**src/rtl/bk_kbd_ctrl_if.sv**
```systemverilog
// bk_kbd_ctrl_if: core/ROM side bus of bk_kbd_ctrl; master = keyboard controller (rom_addr, kbd_data, kbd_available, kbd_ar2, stopkey, keydown out; rom_data, read_kbd in), slave = core + lookup ROM
interface bk_kbd_ctrl_if;
  logic [9:0] rom_addr;
  logic [6:0] rom_data;
  logic read_kbd;
  logic [7:0] kbd_data;
  logic kbd_available;
  logic kbd_ar2;
  logic stopkey;
  logic keydown;
  modport master(output rom_addr, kbd_data, kbd_available, kbd_ar2, stopkey, keydown, input rom_data, read_kbd);
  modport slave(input rom_addr, kbd_data, kbd_available, kbd_ar2, stopkey, keydown, output rom_data, read_kbd);
endinterface

```
**src/rtl/bk_kbd_ctrl.sv**
```systemverilog
// bk_kbd_ctrl: PS/2 keyboard front end for the BK core (m_clock, async p_reset, ce, raw ps2_clk/ps2_dat, bus = bk_kbd_ctrl_if.master); define KBD_FIFO_EN for a 4-entry FIFO instead of a single-entry register
module bk_kbd_ctrl #(
  parameter int TIMEOUT_CYCLES = 2000
) (
  input logic m_clock,
  input logic p_reset,
  input logic ce,
  input logic ps2_clk,
  input logic ps2_dat,
  bk_kbd_ctrl_if.master bus
);
  localparam int TW = $clog2(TIMEOUT_CYCLES + 1);
  typedef enum logic [1:0] {IDLE, DATA, PARITY, STOP} rx_t;
  rx_t st;
  logic [2:0] ck_s;
  logic [1:0] dt_s;
  logic fall, dat;
  logic [TW-1:0] tmo;
  logic [2:0] nbit;
  logic [7:0] sh, rx_byte;
  logic par, byte_v;
  logic ext, brk, shift, ctrl, ar2, stop_r, kd, look, rk_d;
  logic [2:0] e1_cnt;
  logic [8:0] held;
  logic [9:0] addr;
  logic [6:0] code;
  logic [7:0] ent, head;
  logic push, pop, avail;
  assign fall = ck_s[2] & ~ck_s[1];
  assign dat = dt_s[1];
  always_ff @(posedge m_clock or posedge p_reset)
    if (p_reset) begin
      ck_s <= '0;
      dt_s <= '0;
      st <= IDLE;
      tmo <= '0;
      nbit <= '0;
      sh <= '0;
      par <= 1'b0;
      byte_v <= 1'b0;
      rx_byte <= '0;
    end else if (ce) begin
      ck_s <= {ck_s[1:0], ps2_clk};
      dt_s <= {dt_s[0], ps2_dat};
      byte_v <= 1'b0;
      tmo <= fall ? '0 : (tmo == TW'(TIMEOUT_CYCLES)) ? tmo : tmo + 1'b1;
      if (st != IDLE && !fall && tmo == TW'(TIMEOUT_CYCLES)) st <= IDLE;
      else if (fall)
        case (st)
          IDLE: if (!dat) begin st <= DATA; nbit <= '0; end
          DATA: begin sh <= {dat, sh[7:1]}; nbit <= nbit + 1'b1; if (nbit == 3'd7) st <= PARITY; end
          PARITY: begin par <= dat; st <= STOP; end
          default: begin st <= IDLE; rx_byte <= sh; byte_v <= dat & (^sh ^ par); end
        endcase
    end
  assign code = (ctrl && bus.rom_data[6]) ? (bus.rom_data & 7'o37) : bus.rom_data;
  assign push = look && bus.rom_data != 7'd0;
  assign ent = {code, ar2};
  assign pop = rk_d && !bus.read_kbd && avail;
  always_ff @(posedge m_clock or posedge p_reset)
    if (p_reset) begin
      {ext, brk, shift, ctrl, ar2, stop_r, kd, look, rk_d} <= '0;
      e1_cnt <= '0;
      held <= '0;
      addr <= '0;
    end else if (ce) begin
      rk_d <= bus.read_kbd;
      look <= 1'b0;
      if (byte_v) begin
        if (e1_cnt != 3'd0) e1_cnt <= e1_cnt - 1'b1;
        else if (rx_byte == 8'hE1) e1_cnt <= 3'd7;
        else if (rx_byte == 8'hE0) ext <= 1'b1;
        else if (rx_byte == 8'hF0) brk <= 1'b1;
        else begin
          ext <= 1'b0;
          brk <= 1'b0;
          if (rx_byte == 8'h12 || rx_byte == 8'h59) shift <= !brk;
          else if (rx_byte == 8'h14) ctrl <= !brk;
          else if (rx_byte == 8'h11 && !ext) ar2 <= !brk;
          else if (rx_byte == 8'h07) stop_r <= !brk;
          else if (!brk) begin
            addr <= {shift, ext, rx_byte};
            look <= 1'b1;
            kd <= 1'b1;
            held <= {ext, rx_byte};
          end else if (held == {ext, rx_byte}) kd <= 1'b0;
        end
      end
    end
`ifdef KBD_FIFO_EN
  logic [7:0] mem [4];
  logic [1:0] wp, rp;
  logic [2:0] cnt;
  logic wr;
  assign wr = push && (cnt != 3'd4 || pop);
  assign avail = cnt != 3'd0;
  assign head = mem[rp];
  always_ff @(posedge m_clock)
    if (ce && wr) mem[wp] <= ent;
  always_ff @(posedge m_clock or posedge p_reset)
    if (p_reset) begin
      wp <= '0;
      rp <= '0;
      cnt <= '0;
    end else if (ce) begin
      if (wr) wp <= wp + 1'b1;
      if (pop) rp <= rp + 1'b1;
      cnt <= cnt + {2'b0, wr} - {2'b0, pop};
    end
`else
  logic [7:0] q;
  logic full;
  assign avail = full;
  assign head = q;
  always_ff @(posedge m_clock or posedge p_reset)
    if (p_reset) begin
      q <= '0;
      full <= 1'b0;
    end else if (ce) begin
      if (push) q <= ent;
      full <= push || (full && !pop);
    end
`endif
  assign bus.kbd_data = avail ? {1'b0, head[7:1]} : 8'd0;
  assign bus.kbd_ar2 = avail & head[0];
  assign bus.kbd_available = avail;
  assign bus.stopkey = stop_r;
  assign bus.keydown = kd;
  assign bus.rom_addr = addr;
endmodule

```
**src/flat_wrapper.sv**
```systemverilog
// flat-port wrapper written by rule: the top's interface ports become plain ports
module bk_kbd_ctrl_flat 
#(
  parameter int TIMEOUT_CYCLES = 2000
)
  (m_clock, p_reset, ce, ps2_clk, ps2_dat, bus_rom_addr, bus_kbd_data, bus_kbd_available, bus_kbd_ar2, bus_stopkey, bus_keydown, bus_rom_data, bus_read_kbd);
  bk_kbd_ctrl_if bus_i ();
  input logic m_clock;
  input logic p_reset;
  input logic ce;
  input logic ps2_clk;
  input logic ps2_dat;
  output wire logic [$bits(bus_i.rom_addr)-1:0] bus_rom_addr;
  output wire logic [$bits(bus_i.kbd_data)-1:0] bus_kbd_data;
  output wire logic [$bits(bus_i.kbd_available)-1:0] bus_kbd_available;
  output wire logic [$bits(bus_i.kbd_ar2)-1:0] bus_kbd_ar2;
  output wire logic [$bits(bus_i.stopkey)-1:0] bus_stopkey;
  output wire logic [$bits(bus_i.keydown)-1:0] bus_keydown;
  input wire logic [$bits(bus_i.rom_data)-1:0] bus_rom_data;
  input wire logic [$bits(bus_i.read_kbd)-1:0] bus_read_kbd;
  assign bus_rom_addr = bus_i.rom_addr;
  assign bus_kbd_data = bus_i.kbd_data;
  assign bus_kbd_available = bus_i.kbd_available;
  assign bus_kbd_ar2 = bus_i.kbd_ar2;
  assign bus_stopkey = bus_i.stopkey;
  assign bus_keydown = bus_i.keydown;
  assign bus_i.rom_data = bus_rom_data;
  assign bus_i.read_kbd = bus_read_kbd;
  bk_kbd_ctrl #(.TIMEOUT_CYCLES(TIMEOUT_CYCLES)) u_core (.m_clock(m_clock), .p_reset(p_reset), .ce(ce), .ps2_clk(ps2_clk), .ps2_dat(ps2_dat), .bus(bus_i));
endmodule
```
**config.mk**
```make
export PLATFORM = sky130hd
export DESIGN_NAME = bk_kbd_ctrl_flat
export DESIGN_NICKNAME = d
export VERILOG_FILES = /design/src/rtl/bk_kbd_ctrl_if.sv /design/src/rtl/bk_kbd_ctrl.sv /design/src/flat_wrapper.sv
export SDC_FILE = /design/constraint.sdc
export NUM_CORES = 1
export LEC_CHECK = 0
export BUFFER_PORTS_ARGS = -buffer_cell sky130_fd_sc_hd__buf_4
export CORE_MARGIN = 5
export CORE_UTILIZATION = 40
export DETAILED_ROUTE_END_ITERATION = 12
export RECOVER_POWER = 100
export SETUP_SLACK_MARGIN = 0.05
export SLEW_MARGIN = 20
export SYNTH_ARGS = -nofsm -noshare
export SYNTH_HDL_FRONTEND = slang
export SYNTH_SLANG_ARGS = --single-unit
```
**constraint.sdc**
```tcl
create_clock -name m_clock -period 4.75 [get_ports m_clock]
set_input_delay 0.475 -clock m_clock [delete_from_list [all_inputs] [get_ports m_clock]]
set_output_delay 0.475 -clock m_clock [all_outputs]
set_load 0.05 [all_outputs]
```
### Yosys cells after proc, flatten, opt, wreduce, memory -nomap -nowiden

Index checks and enable logic that the tools add are counted.

| word-level totals | value |
|---|---|
| register bits after elaboration | 79 |
| bits in latches | 0 |
| RAM bits | 0 |
| bits in read-only memories | 0 |
| input bits | 13 |
| output and inout port bits | 22 |
| logic and storage cells | 132 |
| memories kept | 0 |

| operators by class | value |
|---|---|
| $add $sub $neg | 3 |
| multipliers | 0 |
| divide/modulo/power cells | 0 |
| order comparisons | 0 |
| equal/unequal tests | 19 |
| shifts and indexed selects | 0 |
| muxes and demuxes | 31 |
| bitwise logic cells | 16 |
| reduce and logical (&&, ||, !) cells | 40 |

Operators by type and width:

| cell | number |
|---|---|
| 8-bit by 5-bit == test with 1-bit output, second input constant | 3 |
| 8-bit == test, second input constant | 3 |
| 11-bit 2-to-1 mux | 2 |
| 11-bit AND reduction | 2 |
| 1-bit 2-to-1 mux | 18 |
| 4-bit AND reduction | 4 |
| 5-bit AND reduction | 3 |
| 7-bit 2-to-1 mux | 2 |
| 1-bit NOT | 12 |
| 11-bit by 1-bit adder with 11-bit output, second input constant | 1 |
| 11-bit == test, second input constant | 1 |
| 10-bit AND reduction | 1 |
| 9-bit == test | 1 |
| 3-bit 2-to-1 mux | 3 |
| 9-bit AND reduction | 1 |
| 8-bit by 3-bit == test with 1-bit output, second input constant | 1 |
| 8-bit by 7-bit == test with 1-bit output, second input constant | 1 |
| 1-bit logical AND | 8 |
| 2-bit 2-to-1 mux | 4 |
| 8-bit AND reduction | 1 |
| 2-bit nonzero test | 4 |
| 8-bit parity | 1 |
| 7-bit AND reduction | 1 |
| 7-bit nonzero test | 1 |
| 20 further kinds | 30 |

### Longest topological paths before layout

Gate-level depths: netlist (run 1).

| depth | value |
|---|---|
| word-level depth | 10 |
| depth in mapped cells | 8 |
| gate-level depth less buffers | 7 |

### Least setup slack after synthesis (run 1)

No wires, ideal clock.

| timing path | value |
|---|---|
| path type | reg2reg |
| start | register u_core.rx_byte[3] |
| end | register u_core.addr[2], in the netlist u_core.bus.rom_addr[2] |
| setup time | 0.125 ns |
| arrival | 1.979 ns |
| data required time | 4.625 ns |
| path slack | 2.646 ns |
| stages on the path, launching flop included | 7 |
| path buffers | 1 |
| clock period less this slack | 2.104 ns |
| cell sequence | dfrtp_1 > or4b_1 > a2111oi_2 > nand2b_2 > nor3_2 > buf_6 > mux2_4 |

| between the ends | value |
|---|---|
| word-level cells in the longest chain between the ends | 4 |
| elaborated cells between the ends (all ways) | 18 |
| those cells by class | eq/ne (8); bitwise (7); reduce/logical (3) |

RTL lines:

| element | RTL line | RTL |
|---|---|---|
| from (decl) | bk_kbd_ctrl.sv:20 | `logic [7:0] sh, rx_byte;` |
| from (signal assigned) | bk_kbd_ctrl.sv:41 | `rx_byte <= '0;` |
| from (signal assigned) | bk_kbd_ctrl.sv:53 | `default: begin st <= IDLE; rx_byte <= sh; byte_v <= dat & (^sh ^ par); end` |
| 8-bit by 5-bit == test with 1-bit output, or another cell as far along | bk_kbd_ctrl.sv:77 | `if (rx_byte == 8'h12 \|\| rx_byte == 8'h59) shift <= !brk;` |
| 1-bit logical OR or 1-bit logical AND (tied branches) | bk_kbd_ctrl.sv:77, bk_kbd_ctrl.sv:79 |  |
| 1-bit NOT (no line) | n/a |  |
| 11-bit AND reduction (no line) (*) | n/a |  |
| to (signal assigned) | bk_kbd_ctrl.sv:82 | `addr <= {shift, ext, rx_byte};` |
| to (decl) | bk_kbd_ctrl.sv:25 | `logic [9:0] addr;` |

Mark *: on every way between the ends. The rest lies on a longest branch, timed or not.
A chain may end at the register's enable or synchronous reset.

### Worst setup path after layout (run 1)

| timing path | value |
|---|---|
| start | register u_core.rx_byte[0] |
| end | register u_core.addr[8], in the netlist u_core.bus.rom_addr[8] |

Same word-level chain as after synthesis.

==> results of run 1 <==
## kinds of logic after synthesis
group | count (synthesis)
adders and majority gates | 10
and+or+nand+nor | 93
buffers and inverters | 25
DFF | 70
xor gates and xnor gates | 22
other | 1
AOI/OAI and AO/OA | 37
muxes | 44
## state kept, by name, indices dropped and copies added, names as in the netlist, 2 cells and up
register,count
u_core.ck_s,3
u_core.dt_s,2
u_core.st,2
u_core.head,8
u_core.tmo,11
u_core.sh,8
u_core.e1_cnt,3
u_core.nbit,3
u_core.bus.rom_addr,10
u_core.rx_byte,8
## final timing paths
check	start	end	slack, ps	cells past startpoint
setup / recovery	u_core.rx_byte[0]	u_core.bus.rom_addr[8]	2190	5
hold / removal	ps2_clk	u_core.ck_s[0]	370	2
setup reg to reg	u_core.rx_byte[0]	u_core.bus.rom_addr[8]	2190	5
hold reg to reg	u_core.shift	u_core.shift	490	2
max in group asynchronous	p_reset	u_core.st[1]	3000	3
min in group asynchronous	p_reset	u_core.ck_s[0]	730	3
## area by class of cell
type,count,share of cell area
timing repair buffer,35,0.04537
clock buffer,10,0.03514
clock inverter,6,0.02173
tap,108,0.03450
inverter,15,0.01438
sequential,70,0.4473
multi-input combinational,207,0.4016
## cells in the mapped netlist, types with 2 or more instances
| master | instances |
|---|---|
| ha_1 | 10 |
| nor3_1 | 5 |
| nor2b_1 | 3 |
| a22o_1 | 5 |
| dfrtp_1 | 70 |
| and3_1 | 3 |
| nor4_1 | 3 |
| clkbuf_1 | 5 |
| nand4b_1 | 2 |
| and2_1 | 9 |
| inv_1 | 15 |
| mux2_4 | 8 |
| xor2_1 | 9 |
| mux2_2 | 32 |
| nor4bb_1 | 2 |
| o211ai_1 | 2 |
| mux2i_1 | 4 |
| o21ai_0 | 11 |
| buf_4 | 2 |
| a21o_1 | 2 |
| a21oi_1 | 3 |
| nor2_1 | 18 |
| o31ai_1 | 2 |
| xnor2_1 | 13 |
| o41ai_1 | 3 |
| nand2_1 | 20 |
| o22ai_1 | 2 |
| nand4_1 | 2 |
| nand2b_1 | 5 |
| nand3_1 | 12 |
## per-stage QoR
stage,cells,setup slack [ps]
global route,451,1960
floorplan,302,2507
finish,451,2188
CTS,451,2058
detailed placement,435,1962
global placement,435,1990
## routing by layer
layer	global-route usage	up-vias	wire length [um]
li1	-	1134	-
met3	0.03654	11	325
met4	0.05080	0	94
met5	0	-	0
met2	0.2008	46	2915
met1	0.1616	1138	2930
## power groups by stage
stage	clock (W)	sequential [W]	combinational, W
after floorplan	0	0.000738	0.000267
after global placement	0	0.000758	0.000313
after detailed placement	0	0.000759	0.000327
after CTS	0.000549	0.000748	0.000327
after global routing	0.000573	0.000760	0.000364
final	0.000535	0.000748	0.000318
## worst max-delay path, cell delays in order (launching register included)
cell	delay, ps
dfrtp_1	520
or4b_1	510
a2111oi_0	640
nand2b_1	310
nor3_4	140
mux2_1	340
==> results.cfg, run 1 <==
[status]
status = complete, but fails checks
violations = capacitance limit, slew limit

[route]
antenna_left = 0
viasPerCell = 5.164
drc = 0
first_iter_violations = 107
vias = 2329
firstDrtPassIters = 4
routedWlPerCell_um = 13.89
routed_wl_um = 6265

[worst_setup_path]
start_kind = register
required_ps = 4980
cp.arrival_ps = 2790
path_max_fanout = 12
endpoint_kind = register
path_class = reg2reg

[sta]
rsz0062_at_grt = no
setup_tns_ps = 0
clock_skew_ps = 9.999
fin_crit_sh = 0.5394
max_slew_margin = -0.1376
hold_viol = 0
fin_crit_ps = 2562
max_freq_ghz = 0.3903
slew_viol_final = 71
worstMarginPinSlew_ps = 1706
whs_ps = 369.6
setup_viol = 0

[pwr]
power_frac_clock = 0.334
powerDensity_nw_per_um2 = 408.9
vdd.ir_drop.worst_uv = 144.4
pwr-share-comb = 0.199
intPower_w = 0.001139
p_seq_frac = 0.467
switching_share = 0.2890
p_total_w = 0.001601
leakagePower_nw = 1.857
p_switching_w = 0.0004629

[clocking]
cts_tree = built
numClockSinks = 70
cts_resized = 0
cts_setup_buffers = 0
cts_buffer_depth = 2
cts-root-buf = clkbuf_8
htreeDepth = 3
clk_pin_slew_worst_paths_ps = 80
ctsHoldBuffers = 0
cts_buffers = 9
clock_latency_ps = 340

[global_routing]
antenna_found_initial = 0
grt_max_degree = 71
grt_pass1_wl_um = 10520
grt-ovfl-total = 0
grt_pass1_vias = 2258
grt_usage = 0.1262

[yosys]
synth_xor_xnor_area_share = 0.05558
ys.flop_type = dfrtp_1
synth.largest_area_cell = dfrtp_1
synthSimpleGateAreaFrac = 0.1447
yosysTopAreaCellShare = 0.5052
syn_area_um2 = 3467
synth.ff_latch_count = 70
synth_edf_count = 0
synth_top_family_by_area = multiplexers
ys_async_sr_fraction = 1.000
avgSynthCellArea_um2 = 11.48
synth_compound_area_frac = 0.07542
yosysWarnings = 0
synth.area.top_cells = dfrtp_1, mux2_2, ha_1
synth.distinct_cells = 50
synth_fp_nets = 325
syn_inst = 302
synth_mux_area_frac = 0.1501
yosys.area_share.adder = 0.03609
synth-seq-area-share = 0.5052

[floorplanning]
ioPinCount = 35
die_w_um = 103.1
rows = 34
fp.dieH_um = 103.1
die_area_um2 = 10630
initial_core_util = 0.4035
core-area_um2 = 8593

[final_layout]
fillers = 845
area.growth.synth_to_final_pct = 12.96
antennaDiodeCount = 0
final_common_cell = dfrtp_1
multi_input_area_um2 = 1573
final_nets = 361
final_core_util = 0.4557
fin_area_um2 = 3916
drive_gt1_frac = 0.1895
final_cell_mix = dfrtp_1, mux2_2, clkbuf_1
seq_area_um2 = 1752

[min_path]
hold_path.class = in2reg

[placed_design]
placed_area_um2 = 3811
gp_congestion = 0.7759
dpl.hpwl_um = 4297
port_buffers = 33

[run]
maxCapViolations = 1
(Power assumes the default switching activity.)
==> inputs of run 2 (changes only) <==
- clock period: 4.75 -> 2.5 ns (I/O delays scaled with it)
==> results.cfg, run 2 (synthesis gave the netlist of run 1 again) <==
[status]
status = finished clean

[clocking]
clk_pin_slew_worst_paths_ps = 80
numClockSinks = 70
cts_tree = built
cts_buffer_depth = 2
cts_setup_buffers = 0
cts_buffers = 9
htreeDepth = 3
cts-root-buf = clkbuf_8
clock_latency_ps = 340

[final_layout]
final_cell_mix = dfrtp_1, mux2_2, clkbuf_1
antennaDiodeCount = 0
drive_gt1_frac = 0.2117
fin_area_um2 = 4046
final_nets = 377
top_register = u_core.tmo
final_common_cell = dfrtp_1
area.growth.synth_to_final_pct = 16.71
final_core_util = 0.4709
largest_reg_flops = 11

[worst_setup_path]
startpoint = u_core.e1_cnt[0]
required_ps = 2730
slowest_delay_ps = 510
cp_slowest_cell = nor3_4
ff2ff_path_depth = 7
path_max_fanout = 12
reg2reg_from = u_core.e1_cnt[0]
path_cells = inv_1 > ha_1 > nand4b_1 > a31oi_1 > nand2b_2 > nor3_4 > mux2_2
start_kind = register
endpoint_kind = register
path_class = reg2reg
endpoint = u_core.bus.rom_addr[1]
ff2ff_setup_slack_ps = 340
cp.arrival_ps = 2390
r2r-end = u_core.bus.rom_addr[1]

[floorplanning]
fp.dieH_um = 103.1
rows = 34
core-area_um2 = 8593
die_w_um = 103.1
initial_core_util = 0.4035
die_area_um2 = 10630
ioPinCount = 35

[placed_design]
gp_congestion = 0.7716
dpl.hpwl_um = 4594
place_ws_ps = -62.13
port_buffers = 33
placed_area_um2 = 3924

[global_routing]
grt_pass1_vias = 2293
grt_max_degree = 28
grt-ovfl-total = 0
antenna_found_initial = 0
grt_pass1_wl_um = 10900
grt_usage = 0.1319

[pwr]
leakagePower_nw = 1.933
powerDensity_nw_per_um2 = 785.8
vdd.ir_drop.worst_uv = 307.9

[sta]
max_freq_ghz = 0.4638
worstMarginPinSlew_ps = 1025
clock_skew_ps = 6.969
setup_viol = 0
fin_crit_ps = 2156
setup_tns_ps = 0
fin_crit_sh = 0.8624
max_slew_margin = 0.3162
rsz0062_at_grt = no
hold_viol = 0
fin_ws_ps = 344.1
whs_ps = 135.1
slew_viol_final = 0

[route]
drc = 0
antenna_left = 0
routed_wl_um = 6520
first_iter_violations = 72
firstDrtPassIters = 4
vias = 2343
routedWlPerCell_um = 13.96
viasPerCell = 5.017

[min_path]
hold_path.class = in2reg
min_path_cells = 2

[run]
maxCapViolations = 0
-- run 2: layer usage --
layer | up-vias | share of wire | GRT usage
met3 | 11 | 0.041 | 0.02842
li1 | 1161 | - | -
met1 | 1136 | 0.48 | 0.1721
met5 | - | 0 | 0
met4 | 0 | 0.020 | 0.06574
met2 | 35 | 0.46 | 0.2072
-- run 2: stage by stage --
stage               total power (W)  instances
floorplan                  0.001909        302
global placement           0.002077        450
detailed placement         0.002096        450
CTS                        0.003229        467
global route               0.003371        467
finish                     0.003180        467
-- run 2: final cells by class --
type,count,area (um^2)
fillers,839,4547
flip-flops and latches,70,1752
multi-input cells,207,1582
repair buffers,51,275.3
clock buffers,10,137.6
well taps,108,135.1
clock inverters,6,108.9
inverters,15,56.30
-- run 2: worst min path at each step --
| stage | from | to | slack [ps] |
|---|---|---|---|
| 2_1_floorplan | bus_rom_data[5] | u_core.head[6] | 390 |
| 3_3_place_gp | p_reset | u_core.ck_s[0] | 350 |
| 3_5_place_dp | p_reset | u_core.tmo[0] | 360 |
| 4_1_cts | ps2_dat | u_core.dt_s[0] | 120 |
| 5_1_grt | bus_rom_data[1] | u_core.head[2] | 130 |
| 6_report | ps2_clk | u_core.ck_s[0] | 140 |
-- run 2: critical path, delay by kind of cell (launching register included) --
| kind | cells | cell delay, ps |
|---|---|---|
| mux | 1 | 400 |
| fa+ha+maj | 1 | 170 |
| buf+inv | 1 | 80 |
| simple gates | 3 | 760 |
| compound gates | 1 | 240 |
| flops | 1 | 390 |
-- run 2: where the power goes --
part	total, W	internal (W)	switching [W]	leakage (nW)
combinational	0.000650	0.000330	0.000320	0.884
sequential	0.00141	0.00127	0.000143	0.923
clock	0.00112	0.000688	0.000430	0.126
-- run 2: what timing repair did --
item                                    4_1_cts  5_1_grt
gates resized for setup                       1        0
endpoints found under the hold margin        25        0
hold buffers                                  1        0
endpoints found under the setup margin       10        0
